[src/rtl/barrel_shift_pipe.sv]
// Two-stage pipelined barrel shifter (SLL/SRL/SRA/ROR) with valid/ready handshake.
// Stage 1 applies the low amount bits, stage 2 the remaining high bits plus saturation.
module barrel_shift_pipe #(
  parameter int WIDTH = 32
) (
  input  logic             clk,
  input  logic             rst_n,
  input  logic             flush,
  input  logic             in_valid,
  output logic             in_ready,
  input  logic [WIDTH-1:0] in_data,
  input  logic [1:0]       in_op,
  input  logic [31:0]      in_amt,
  output logic             out_valid,
  input  logic             out_ready,
  output logic [WIDTH-1:0] out_data,
  output logic             out_zero
);

  localparam int SHW  = $clog2(WIDTH);
  localparam int LOWB = SHW / 2;
  localparam int HIB  = SHW - LOWB;

  localparam logic [1:0] OP_SLL = 2'b00;
  localparam logic [1:0] OP_SRL = 2'b01;
  localparam logic [1:0] OP_SRA = 2'b10;
  localparam logic [1:0] OP_ROR = 2'b11;

  // Shared shifter for both stages; SRA fills from the captured sign, not d's MSB.
  function automatic logic [WIDTH-1:0] shift_op(
    input logic [WIDTH-1:0] d,
    input logic [1:0]       op,
    input logic [SHW-1:0]   amt,
    input logic             sign
  );
    logic [2*WIDTH-1:0] rot;
    logic [WIDTH-1:0]   fill;
    logic [WIDTH-1:0]   res;
    rot  = {d, d} >> amt;
    fill = ~({WIDTH{1'b1}} >> amt);
    case (op)
      OP_SLL:  res = d << amt;
      OP_SRL:  res = d >> amt;
      OP_SRA:  res = (d >> amt) | (sign ? fill : '0);
      default: res = rot[WIDTH-1:0];
    endcase
    return res;
  endfunction

  logic             s1_valid;
  logic [WIDTH-1:0] s1_data;
  logic [1:0]       s1_op;
  logic [HIB-1:0]   s1_hi;
  logic             s1_sign;
  logic             s1_sat;

  logic             s2_valid;
  logic [WIDTH-1:0] s2_data;
  logic             s2_zero;

  logic             s1_adv;
  logic             s2_adv;
  logic [SHW-1:0]   amt_lo;
  logic [SHW-1:0]   amt_hi;
  logic [WIDTH-1:0] s1_next;
  logic [WIDTH-1:0] s2_shift;
  logic [WIDTH-1:0] s2_next;
  logic             in_sat;

  assign s2_adv   = ~s2_valid | out_ready;
  assign s1_adv   = ~s1_valid | s2_adv;
  assign in_ready = rst_n & s1_adv & ~flush;

  assign amt_lo  = {{HIB{1'b0}}, in_amt[LOWB-1:0]};
  assign in_sat  = |in_amt[31:SHW];
  assign s1_next = shift_op(in_data, in_op, amt_lo, in_data[WIDTH-1]);

  assign amt_hi   = {s1_hi, {LOWB{1'b0}}};
  assign s2_shift = shift_op(s1_data, s1_op, amt_hi, s1_sign);

  // Oversized amounts saturate the linear shifts; rotate only uses amt mod WIDTH.
  always_comb begin
    s2_next = s2_shift;
    if (s1_sat && (s1_op != OP_ROR)) begin
      s2_next = (s1_op == OP_SRA && s1_sign) ? {WIDTH{1'b1}} : '0;
    end
  end

  always_ff @(posedge clk or negedge rst_n) begin
    if (!rst_n) begin
      s1_valid <= 1'b0;
      s2_valid <= 1'b0;
    end else if (flush) begin
      s1_valid <= 1'b0;
      s2_valid <= 1'b0;
    end else begin
      if (s2_adv) s2_valid <= s1_valid;
      if (s1_adv) s1_valid <= in_valid;
    end
  end

  always_ff @(posedge clk) begin
    if (s1_adv && in_valid) begin
      s1_data <= s1_next;
      s1_op   <= in_op;
      s1_hi   <= in_amt[SHW-1:LOWB];
      s1_sign <= in_data[WIDTH-1];
      s1_sat  <= in_sat;
    end
  end

  // Output data is reset so that out_data reads zero while held in reset.
  always_ff @(posedge clk or negedge rst_n) begin
    if (!rst_n) begin
      s2_data <= '0;
      s2_zero <= 1'b0;
    end else if (s2_adv && s1_valid) begin
      s2_data <= s2_next;
      s2_zero <= (s2_next == '0);
    end
  end

  assign out_valid = s2_valid;
  assign out_data  = s2_data;
  assign out_zero  = s2_valid & s2_zero;

endmodule

[config.mk]
export PLATFORM = sky130hd
export DESIGN_NAME = barrel_shift_pipe
export DESIGN_NICKNAME = d
export VERILOG_FILES = /design/src/rtl/barrel_shift_pipe.sv
export SDC_FILE = /design/constraint.sdc
export NUM_CORES = 1
export LEC_CHECK = 0
export ABC_CLOCK_PERIOD_IN_PS = 12700
export CAP_MARGIN = 30
export CORE_MARGIN = 4
export CORE_UTILIZATION = 52
export CTS_CLUSTER_DIAMETER = 50
export CTS_CLUSTER_SIZE = 20
export DETAILED_ROUTE_END_ITERATION = 8
export PLACE_DENSITY = 0.73
export SLEW_MARGIN = 20
export SYNTH_ARGS = -nofsm -noshare
export SYNTH_HDL_FRONTEND = slang
export SYNTH_SLANG_ARGS = --single-unit
[constraint.sdc]
create_clock -name clk -period 12.7 [get_ports clk]
set_clock_uncertainty 0.1 [all_clocks]
set_input_delay 1.905 -clock clk [delete_from_list [all_inputs] [get_ports clk]]
set_output_delay 1.905 -clock clk [all_outputs]
set_load 0.01 [all_outputs]
==> key figures, run 1 <==
Clocking
  • Clock transition at path regs: 0.06 ns
  • Clock Latency Late Sink: between 0.3 and 0.4 ns
  • Maximum clock path buffer count: 2
  • Resized cells post-CTS: 0
  • Maximum level of the CTS H-tree: 3
  • TritonCTS clock tree: built
  • Sink count of the clock tree: 74
  • Hold-fix buffers at CTS: 0
  • Cell chosen for the clock root: clkbuf_16
  • Number of clock buffers inserted by TritonCTS: 9
  • Number of buffers added for setup after CTS: 0

Status
  • Outcome: completed

Logic synthesis
  • Count of flip-flops with a built-in enable after synthesis: 39
  • Flip-flop and latch count after synthesis: 74
  • Primary flip-flop cell chosen by synthesis mapping: edfxtp_1
  • Synthesized area: 0.00771 sq mm
  • Async set or reset register ratio after synthesis: a little under half
  • Share of the synthesized area in the top cell type: 15.2%
  • Synthesis warning total: 0
  • Post-synthesis cell type count: 74
  • Most area-consuming cells after synthesis: edfxtp_1 (15%), mux4_2 (15%), dfrtp_1 (11%)
  • Count of mapped cells out of synthesis: 898
  • Cell accounting for the most synthesized area: edfxtp_1
  • Sequential-to-total area share from yosys stat: a little over a quarter
  • Post-synthesis net count: 969
  • Average cell area after synthesis: 8.59 sq um

Worst setup path
  • Worst Path Max Fanout: 36
  • Register-to-register path setup slack: ~9 ns
  • Endpoint type of the worst setup path: primary output
  • Worst Path Required: 10.69 ns
  • CP startpoint kind: input port
  • Data arrival, critical path: 3.52 ns
  • Type of the worst setup path: input port to primary output
  • Delay contributed by the slowest stage of the critical path: 0.54 ns
  • Most frequent CP cell: clkdlybuf4s50_1
  • Worst-path cell with the longest stage delay: clkdlybuf4s50_1
  • Cell Chain, Critical Path: clkdlybuf4s50_1, buf_4, nand2b_1, a21oi_1, clkdlybuf4s50_1

Die
  • Num rows: 44
  • Initial core utilization: 53.1%
  • Die Span Y: 130 um
  • Number of I/O pins: 106
  • Horizontal die dimension: 130 um
  • Core footprint: 0.0145 sq mm
  • Total Die Area: 0.0168 sq mm

Power and ir drop
  • IR Drop Worst-Case VDD: between 0.07 and 0.08 mV
  • Power density cells: 97.7 mW/mm^2
  • Leakage power total: approximately 3.4 nW

Route
  • Via count: 7,922
  • Post-DRT Antenna Nets: 0
  • Average wire per standard cell: 22.6 um
  • Count of unresolved DRC violations after routing: 0
  • Post-detailed-route via-to-cell ratio: 6.99
  • Initial detailed-routing violation count: 1,065
  • Pre-Repair DR Iteration Count: 6
  • Post-Route WL: 25,600 um

Job
  • Total of max-cap violations: 0

Timing
  • Final worst-path setup slack: 7.17 ns
  • Final Hold Vio Count: 0
  • Final-layout setup total negative slack: 0 ns
  • Final period util: 43.5%
  • Setup Viol. Count Final: 0
  • Pins over their slew limit: 0
  • Worst-margin pin slew: 1.08 ns
  • Worst hold-check slack: approximately 0.38 ns
  • Unrepaired setup endpoints after global routing: no
  • Minimum clock period after layout: 5.53 ns
  • Max transition margin: 27.6%
  • Max Clk Rate: 181 MHz

GRT
  • Number of antenna violations at the first check in global routing: 0
  • First-pass GRT wire length: 40,000 um
  • Number of global-route vias before repair: 7,106
  • Overflow left after global routing: 0
  • Global-route usage over all layers: 30.4%
  • Pin count of the biggest net entering global routing: 78

Cells and area
  • Number of fill cells: 1,269
  • Highest-count cells in the layout ignoring fill and taps: nand2_1 (146), clkdlybuf4s50_1 (103), o21ai_0 (73)
  • Antenna cell count: 0
  • P&R area growth vs syn: 17.2%
  • Area taken by flip-flops and latches: between 0.002 and 0.0025 sq mm
  • Leading cell type in the layout, fill and taps excluded: nand2_1
  • Net count reported at finish: between 1,000 and 1,500
  • Area taken by multi-input logic gates: approximately 0.0053 sq mm
  • Fraction of final layout cells with drive strength greater than 1: 11.8%

Placed design
  • Final HPWL from detailed placement: ~18,000 um
  • Port bufs: 105
  • Routability congestion estimate from global placement: 1.06
  • Worst slack at placement: 7.13 ns

Hold path
  • Hold/Removal Path Class: register to register
==> cells in the mapped netlist, drive strengths merged, types with 4 or more instances <==
library cell / count
a211oi: 7
a21oi: 45
a221oi: 6
a2bb2oi: 6
a31oi: 14
a32oi: 6
and3: 4
buf: 41
clkbuf: 41
dfrtp: 35
edfxtp: 39
inv: 10
mux2: 16
mux2i: 69
mux4: 51
nand2: 146
nand2b: 12
nand3: 38
nand3b: 4
nand4: 12
nor2: 68
nor2b: 7
nor3: 21
nor4: 14
o211ai: 15
o21ai: 83
o22a: 12
o22ai: 17
o31ai: 4
or2: 6
or3: 5
==> critical path, delay by kind of cell <==
kind,cells,cell delay (ns)
simple gates,1,0.10
buf+inv,3,1.37
compound gates,1,0.12
==> final timing paths <==
| check | endpoint | startpoint | cells after the start |
|---|---|---|---|
| setup reg to reg | s2_zero$_DFFE_PN0P_ | s1_hi[0]$_DFFE_PP_ | 9 |
| hold reg to reg | out_data[30]$_DFFE_PN0P_ | out_data[30]$_DFFE_PN0P_ | 2 |
| setup / recovery | in_ready | rst_n | 5 |
| max in group asynchronous | out_data[26]$_DFFE_PN0P_ | rst_n | 2 |
| hold / removal | out_data[30]$_DFFE_PN0P_ | out_data[30]$_DFFE_PN0P_ | 2 |
| min in group asynchronous | out_data[5]$_DFFE_PN0P_ | rst_n | 2 |
==> per-layer routing <==
layer	up-vias	GRT usage [%]	part of all wire, %
met5	-	0	0
met4	0	13.9	5.0
met3	102	8.02	11
met2	531	45.3	45
met1	3744	41.8	39
li1	3545	-	-
==> per-stage QoR <==
stage	util, %	area (sq um)	std cells	power [mW]
2_1_floorplan	-	7710	898	0.503
3_3_place_gp	59.9	8700	1115	0.618
3_5_place_dp	59.9	8700	1115	0.622
4_1_cts	61.9	9000	1131	0.879
5_1_grt	62.2	9040	1133	0.924
6_report	62.2	9040	1133	0.883
==> sequential cells by signal (all words and copies together) (netlist names) <==
| name | flops |
|---|---|
| out_data | 32 |
| s1_data | 32 |
| s1_hi | 3 |
| s1_op | 2 |
| out_valid | 1 |
| s1_sat | 1 |
| s1_sign | 1 |
| s1_valid | 1 |
| s2_zero | 1 |
==> cell families (layout without fill, tap and decap cells) <==
kind of cell    after synthesis  after routing  share of synthesized area (%)
simple gates                347            347                           20.7
flops                        74             74                           26.5
mux                         136            136                           26.5
compound gates              248            248                           20.6
buf+inv                      92            143                           5.48
xor+xnor                      1              1                          0.114
==> where the power goes <==
part	total (mW)	internal (mW)	switching, mW
Clock	0.256	0.151	0.105
Sequential	0.322	0.285	0.0365
Combinational	0.305	0.147	0.158
Total	0.883	0.583	0.299
==> layout make-up <==
cell class	count	area share (%)
Clock buffer	11	2.92
Clock inverter	5	0.443
Inverter	10	0.415
Multi-Input combinational cell	732	58.3
Sequential cell	74	22.6
Tap cell	184	2.55
Timing Repair Buffer	117	12.7
Note: power is estimated with default switching activity, not from simulation.
==> run 2, diff against run 1 <==
- ABC_CLOCK_PERIOD_IN_PS: 12700 -> 5660
- clock period: 12.7 -> 5.66 ns (I/O delays scaled with it)
==> run 2 against run 1 <==
Hold slack worse by 0.011 ns. Power is 130% higher. Die area stayed put. First-iteration DRC count is 2.5% higher.
==> key figures, run 2 (synthesis gave the netlist of run 1 again) <==
GRT
  • Number of antenna violations at the first check in global routing: 0
  • First-pass GRT wire length: 41,700 um
  • Overflow left after global routing: 0
  • Pin count of the biggest net entering global routing: 77
  • Number of global-route vias before repair: 7,271
  • Global-route usage over all layers: a little under a third

Clocking
  • Resized cells post-CTS: 0
  • Number of buffers added for setup after CTS: 0
  • Cell chosen for the clock root: clkbuf_16
  • Clock transition at path regs: 0.07 ns
  • Number of clock buffers inserted by TritonCTS: 9
  • Clock Latency Late Sink: 0.35 ns
  • Sink count of the clock tree: 74
  • TritonCTS clock tree: built
  • Maximum level of the CTS H-tree: 3
  • Hold-fix buffers at CTS: 0
  • Maximum clock path buffer count: 2

Route
  • Average wire per standard cell: between 20 and 25 um
  • Initial detailed-routing violation count: 1,092
  • Count of unresolved DRC violations after routing: 0
  • Via count: 7,873
  • Post-detailed-route via-to-cell ratio: between 6 and 7
  • Post-Route WL: around 27,000 um
  • Pre-Repair DR Iteration Count: 7
  • Post-DRT Antenna Nets: 0

Power and ir drop
  • IR Drop Worst-Case VDD: roughly 0.16 mV
  • Total Power Consumption: just over 2 mW
  • Power density cells: 225 mW/mm^2
  • Leakage power total: between 3 and 4 nW

Cells and area
  • Leading cell type in the layout, fill and taps excluded: nand2_1
  • Net count reported at finish: approximately 1,000
  • Area taken by multi-input logic gates: 0.00528 sq mm
  • Number of fill cells: 1,269
  • Area taken by flip-flops and latches: 0.00205 sq mm
  • P&R area growth vs syn: 17.9%
  • Highest-count cells in the layout ignoring fill and taps: nand2_1 (146), clkdlybuf4s50_1 (103), o21ai_0 (73)
  • Fraction of final layout cells with drive strength greater than 1: roughly an eighth
  • Antenna cell count: 0

Worst setup path
  • Data arrival, critical path: 3.65 ns
  • Type of the worst setup path: register to register
  • Delay contributed by the slowest stage of the critical path: 0.76 ns
  • Worst-path cell with the longest stage delay: edfxtp_1
  • Most frequent CP cell: o21ai_1
  • Endpoint type of the worst setup path: register
  • Worst Path Max Fanout: 21
  • Worst Path Required: 5.83 ns
  • CP startpoint kind: register
  • CP bufs+invs: 0
  • Cell Chain, Critical Path: nand2_1, o21ai_1, a221oi_1, o21ai_1, nor4_1, nand4_1, o31ai_2
  • Kind of cell adding the most delay to the critical path: simple AND/OR/NAND/NOR gates

Placed design
  • Final HPWL from detailed placement: ~19,000 um
  • Worst slack at placement: roughly 2.2 ns
  • Routability congestion estimate from global placement: 1.02
  • Port bufs: 105

Timing
  • Final Hold Vio Count: 0
  • Max Clk Rate: 287 MHz
  • Worst-margin pin slew: slightly below 1 ns
  • Unrepaired setup endpoints after global routing: no
  • Minimum clock period after layout: ~3.5 ns
  • Final period util: 61.5%
  • Final worst-path setup slack: 2.18 ns
  • Final-layout setup total negative slack: 0 ns
  • Pins over their slew limit: 0
  • Setup Viol. Count Final: 0
  • Max transition margin: between 30 and 40%
  • Worst hold-check slack: 0.367 ns

Die
  • Die Span Y: 130 um
  • Num rows: 44
  • Number of I/O pins: roughly 110
  • Initial core utilization: 53.1%
  • Core footprint: 0.0145 sq mm
  • Total Die Area: 0.0168 sq mm
  • Horizontal die dimension: 130 um

Job
  • Total of max-cap violations: 0

Status
  • Outcome: completed

Hold path
  • Hold/Removal Path Class: register to register
[run 2: cell type report]
type	instances	area share [%]
Timing Repair Buffer	121	12.9
Tap cell	184	2.53
Sequential cell	74	22.5
Clock buffer	12	3.07
Multi-Input combinational cell	732	58.0
Inverter	10	0.413
Clock inverter	4	0.564
[run 2: per-stage QoR]
stage                     util (%)  instance area [sq um]  instances
final                         62.6                   9090       1137
after global routing          62.6                   9090       1137
after CTS                     62.5                   9090       1136
after detailed placement      60.2                   8760       1120
after global placement        60.2                   8760       1120
after floorplan                  -                   7710        898
[run 2: path summary, 6_finish.rpt]
kind                                           from  cells past startpoint  slack (ns)                       end
hold reg to reg            out_data[30]$_DFFE_PN0P_                      2        0.37  out_data[30]$_DFFE_PN0P_
setup reg to reg                 s1_op[0]$_DFFE_PP_                      7        2.18       s2_zero$_DFFE_PN0P_
min in group asynchronous                     rst_n                      2        0.81  out_data[11]$_DFFE_PN0P_
hold / removal             out_data[30]$_DFFE_PN0P_                      2        0.37  out_data[30]$_DFFE_PN0P_
max in group asynchronous                     rst_n                      2        4.32  out_data[17]$_DFFE_PN0P_
setup / recovery                 s1_op[0]$_DFFE_PP_                      7        2.18       s2_zero$_DFFE_PN0P_
[run 2: power by group]
| group | switching [mW] | internal (mW) | total, mW |
|---|---|---|---|
| Combinational | 0.361 | 0.331 | 0.692 |
| Sequential | 0.0840 | 0.640 | 0.724 |
| Clock | 0.235 | 0.397 | 0.632 |
| Total | 0.680 | 1.37 | 2.05 |
[run 2: worst register-to-register path, stage by stage, from the launching register on]
cell and delay [ns]:
edfxtp_1 0.76, nand2_1 0.74, o21ai_1 0.48, a221oi_1 0.38, o21ai_1 0.17, nor4_1 0.39
nand4_1 0.17, o31ai_2 0.20
[run 2: per-layer routing]
metal | vias to the layer above | global-route usage (%) | part of all wire [%]
li1 | 3547 | - | -
met1 | 3755 | 43.1 | 40
met2 | 467 | 48.1 | 45
met3 | 104 | 7.20 | 9.8
met4 | 0 | 15.6 | 5.0
met5 | - | 0 | 0
